`src/rtl/wb_regfile.sv`:
```
// wb_regfile: one-deep WB stage committing EX results into a 32x32 register file with EX/WB forwarding
//   clk, rstn                  : rising-edge clock, asynchronous active-low reset
//   RegWrite{En,Addr,Data}_i   : EX result triple; stall holds it uncaptured, flush discards it
//   rd_addr1/2 -> rd_data1/2   : combinational read ports, $0 reads zero, newest value wins
//   wb_en_o, wb_addr_o         : WB stage state for the hazard unit
//   WB_REGFILE_COMMIT_CNT_EN   : when defined, adds commit_cnt counting real commits (wraps)
module wb_regfile #(
  parameter int DW = 32,
  parameter int AW = 5
) (
  input  logic          clk,
  input  logic          rstn,
  input  logic          RegWriteEn_i,
  input  logic [AW-1:0] RegWriteAddr_i,
  input  logic [DW-1:0] RegWriteData_i,
  input  logic          stall,
  input  logic          flush,
  input  logic [AW-1:0] rd_addr1,
  input  logic [AW-1:0] rd_addr2,
  output logic [DW-1:0] rd_data1,
  output logic [DW-1:0] rd_data2,
  output logic          wb_en_o,
  output logic [AW-1:0] wb_addr_o
`ifdef WB_REGFILE_COMMIT_CNT_EN
  ,
  output logic [31:0]   commit_cnt
`endif
);
  logic          wb_en_q, wb_en_d, commit;
  logic [AW-1:0] wb_addr_q, wb_addr_d;
  logic [DW-1:0] wb_data_q, wb_data_d;
  logic [DW-1:0] regs_q [2**AW];
  // wb_en_d doubles as the EX-forward qualifier: only a result that will be captured is forwarded
  always_comb begin
    wb_en_d   = RegWriteEn_i && !stall && !flush;
    wb_addr_d = RegWriteAddr_i;
    wb_data_d = RegWriteData_i;
    commit    = wb_en_q && wb_addr_q != '0;
    rd_data1  = rd_addr1 == '0 ? '0 :
                wb_en_d && RegWriteAddr_i == rd_addr1 ? RegWriteData_i :
                wb_en_q && wb_addr_q == rd_addr1 ? wb_data_q : regs_q[rd_addr1];
    rd_data2  = rd_addr2 == '0 ? '0 :
                wb_en_d && RegWriteAddr_i == rd_addr2 ? RegWriteData_i :
                wb_en_q && wb_addr_q == rd_addr2 ? wb_data_q : regs_q[rd_addr2];
  end
  always_ff @(posedge clk or negedge rstn) begin
    if (!rstn) begin
      wb_en_q   <= 1'b0;
      wb_addr_q <= '0;
      wb_data_q <= '0;
    end else begin
      wb_en_q   <= wb_en_d;
      wb_addr_q <= wb_addr_d;
      wb_data_q <= wb_data_d;
    end
  end
  always_ff @(posedge clk or negedge rstn) begin
    if (!rstn) begin
      for (int i = 0; i < 2**AW; i++) regs_q[i] <= '0;
    end else if (commit) begin
      regs_q[wb_addr_q] <= wb_data_q;
    end
  end
  assign wb_en_o   = wb_en_q;
  assign wb_addr_o = wb_addr_q;
`ifdef WB_REGFILE_COMMIT_CNT_EN
  logic [31:0] cnt_q, cnt_d;
  always_comb cnt_d = cnt_q + 32'(commit);
  always_ff @(posedge clk or negedge rstn) begin
    if (!rstn) cnt_q <= '0;
    else cnt_q <= cnt_d;
  end
  assign commit_cnt = cnt_q;
`endif
endmodule

```
`config.mk`:
```
export PLATFORM = sky130hd
export DESIGN_NAME = wb_regfile
export DESIGN_NICKNAME = d
export VERILOG_FILES = /design/src/rtl/wb_regfile.sv
export SDC_FILE = /design/constraint.sdc
export NUM_CORES = 2
export LEC_CHECK = 0
export CORE_MARGIN = 10
export CORE_UTILIZATION = 55
export DETAILED_ROUTE_END_ITERATION = 16
export GPL_TIMING_DRIVEN = 0
export PLACE_DENSITY = 0.75
export SYNTH_ARGS = -nofsm -noshare
export SYNTH_HDL_FRONTEND = slang
export SYNTH_SLANG_ARGS = --single-unit
```
`constraint.sdc`:
```
create_clock -name clk -period 6.81 [get_ports clk]
set_input_delay 1.362 -clock clk [delete_from_list [all_inputs] [get_ports clk]]
set_output_delay 1.362 -clock clk [all_outputs]
set_load 0.005 [all_outputs]
```
==> run metrics <==
critical path class in2out; Worst Path Buf+Inv 4; Hold Crit Class reg2reg; kind of capture point of the worst setup path output pin; final hold violation count 0; failing checks capacitance limit, slew limit, setup timing; clk_lat worst skew between 700 and 800 ps; Mapped Cells approximately 3800; share of cells above drive strength 1 a little over two fifths; Final setup viols 41; core footprint between 100000 and 150000 sq um; drt first pass iters 5; post-route ant nets 0; initial antenna violation count 6; pwr dens 252 nW/um^2; CTS tree yes; post-synth top area cell dfrtp_1; setup ws final -265 ps; critical path's top delay family buffers and inverters; total vias in the final route 40300; Setup crit start rd_addr2[4]; Worst Path Required 5450 ps; total clock sinks between 1000 and 1500; Via density roughly 7.3; Fmax achieved 141 MHz; IO Count 122; post-DR wirelength/cell 37.0 um; post-CTS resize count 32; num rows 117; port buffer count 115; Mean Syn Cell Area ~15 sq um; Reg area about 27000 sq um; dominant cells by area after synthesis dfrtp_1 47%, mux2_2 20%, mux4_2 15%; LEAKAGE 29.2 nW; stages on the worst setup path 8; r2r setup slk roughly 3000 ps; CP max stage cell clkbuf_1; worst flop-to-flop path startpoint wb_addr_o[0]$_DFF_PN0_; WHS Path Cells 1; Yosys top cell area share 47.0%; # hold bufs at CTS 0; Critical Path Start Type input pin; Die Ht 341 um; actual slew at the worst max-slew pin approximately 1600 ps; P&R area growth vs syn 13.0%; fin crit period 7070 ps; Num CTS Buffers ~120; Worst-path clk slew 60 ps; H-tree depth 3; worst-path maximum fanout 10; yosys warns 0; R2R depth 5; root buf cell clkbuf_16; CP max stage delay 810 ps; Max IR drop VDD 199 uV; Mapped Nets between 3000 and 4000; crit path cell chain clkdlybuf4s50_1 > buf_2 > nor2_1 > clkbuf_1 > a211oi_1 > nor4_2 > a221o_1 > clkdlybuf4s50_1; grt total ovfl 0; GPL Wtd Cong around 1.0; RR Endpoint regs_q[132]$_DFFE_PN0P_; CTS max path bufs 3; largest net degree at the start of global routing 173; vias in the first global route just over 40000; post-synth cell types 40; Max Cap Violations 2; Post-synth EDFFs 0; Total Routed Length 205000 um; final period utilization 104%; Yosys reg bits 1062; die width around 340 um; filler instances a little under 8000; Initial DRC Count around 5200; Critical Path AT between 5000 and 6000 ps; GRT Util Overall 34.7%; setup TNS -3550 ps; Initial Util 55.5%; Slew Viols, Final 22; Top FF cell, synth dfrtp_1; first-pass GRT wire length roughly 290000 um; postcts setup bufs 0; cell area after synthesis between 50000 and 60000 sq um; Hold WS 478 ps; Worst Clk Skew 24.1 ps; RSZ-0062 raised after global routing yes; nets 4122; async set or reset register ratio after synthesis between 90% and 100%; fraction of the yosys area taken by sequential cells 47.0%; # DRC 0; Multi-input gate area 28100 sq um; crit-path most repeated cell clkdlybuf4s50_1; critical path endpoint rd_data2[22]; status complete, but fails checks; worst relative slew slack -5.13%; area of the die 116000 sq um; hpwl dp about 140000 um
## metrics by stage
| stage | instance area [sq um] | power [mW] | std cells | util [%] | setup WS, ps |
|---|---|---|---|---|---|
| CTS | 63800 | 16.0 | 5541 | 62.6 | 4.48 |
| global placement | 59400 | 9.38 | 5313 | 58.3 | -44070 |
| detailed placement | 59600 | 9.43 | 5320 | 58.5 | -659 |
| global route | 63900 | 16.5 | 5541 | 62.7 | -24.4 |
| floorplan | 56600 | 8.53 | 3830 | - | 2350 |
| finish | 63900 | 16.1 | 5542 | 62.7 | -265 |
## worst min path at each step
| stage | startpoint | endpoint |
|---|---|---|
| 2_1_floorplan | regs_q[1000]$_DFFE_PN0P_ | regs_q[1000]$_DFFE_PN0P_ |
| 3_3_place_gp | regs_q[1007]$_DFFE_PN0P_ | regs_q[1007]$_DFFE_PN0P_ |
| 3_5_place_dp | regs_q[1020]$_DFFE_PN0P_ | regs_q[1020]$_DFFE_PN0P_ |
| 4_1_cts | regs_q[1009]$_DFFE_PN0P_ | regs_q[1009]$_DFFE_PN0P_ |
| 5_1_grt | regs_q[1020]$_DFFE_PN0P_ | regs_q[1020]$_DFFE_PN0P_ |
| 6_report | regs_q[1009]$_DFFE_PN0P_ | regs_q[1009]$_DFFE_PN0P_ |
## report_power, final
| group | leakage [nW] | internal [mW] | total, mW | switching, mW |
|---|---|---|---|---|
| combinational | 12.8 | 1.08 | 2.23 | 1.15 |
| sequential | 14.4 | 6.80 | 7.18 | 0.378 |
| clock | 1.99 | 3.90 | 6.69 | 2.79 |
## placed cells by master (no fill, tap or decap), types with 50 or more instances in the layout
cell / Yosys / layout
a22o_1: 62 / 62
o211a_1: 60 / 60
a211oi_1: 64 / 63
a221o_1: 64 / 64
a221oi_1: 60 / 60
mux2_2: 1019 / 1019
clkdlybuf4s50_1: 0 / 114
o221ai_1: 62 / 62
clkbuf_16: 0 / 119
buf_1: 51 / 50
mux2i_1: 194 / 194
mux2_1: 93 / 93
buf_2: 99 / 99
dfrtp_1: 1062 / 1062
mux4_2: 388 / 388
clkbuf_1: 266 / 257
nand2_1: 78 / 78
## kinds of logic (layout without fill, tap and decap cells)
| logic type | after synthesis | count (layout) | share of synthesized area [%] |
|---|---|---|---|
| AND/OR/NAND/NOR | 213 | 213 | 1.98 |
| AO/OA/AOI/OAI | 384 | 384 | 6.04 |
| XOR/XNOR | 20 | 20 | 0.310 |
| buffers and inverters | 457 | 800 | 3.65 |
| multiplexers | 1694 | 1694 | 41.0 |
| flip-flops | 1062 | 1062 | 47.0 |
| other | 0 | 1 | 0 |
## cell type report
| class | instances | area share (%) |
|---|---|---|
| Tap cell | 1368 | 2.68 |
| Inverter | 1 | 0.00587 |
| Clock inverter | 51 | 0.967 |
| Multi-Input combinational cell | 2311 | 43.9 |
| Timing Repair Buffer | 122 | 2.13 |
| Sequential cell | 1062 | 41.6 |
| Clock buffer | 171 | 5.40 |
| Buffer | 455 | 3.31 |
| Antenna cell | 1 | 0.00392 |
## per-layer routing
metal  part of all wire (%)  global-route usage (%)  vias up  wire, um
met5                  0.024                       0        -        50
met1                     36                    43.4    21300     74500
met4                    8.1                    23.2        4     16500
met2                     44                    51.1     2766     90000
li1                       -                       -    15500         -
met3                     12                    11.8      789     24000
## flip-flops by register name, indices dropped and copies added (netlist names)
name       count
regs_q      1024
wb_en_o        1
wb_addr_o      5
wb_data_q     32
## cell usage after synthesis, drive strengths merged (3+ instances only)
master,instances
and2,4
a221oi,60
clkbuf,266
a22o,62
nand4,4
buf,190
and3,3
dfrtp,1062
nor2,23
mux2,1112
nor4,62
xnor2,12
a221o,64
nor3b,11
nand2,78
o221ai,62
a211oi,64
or3b,3
mux2i,194
mux4,388
nor2b,4
xor2,8
nand3,4
o211a,60
nand3b,12
and3b,3
No activity file was read; power rests on OpenSTA's default activity.
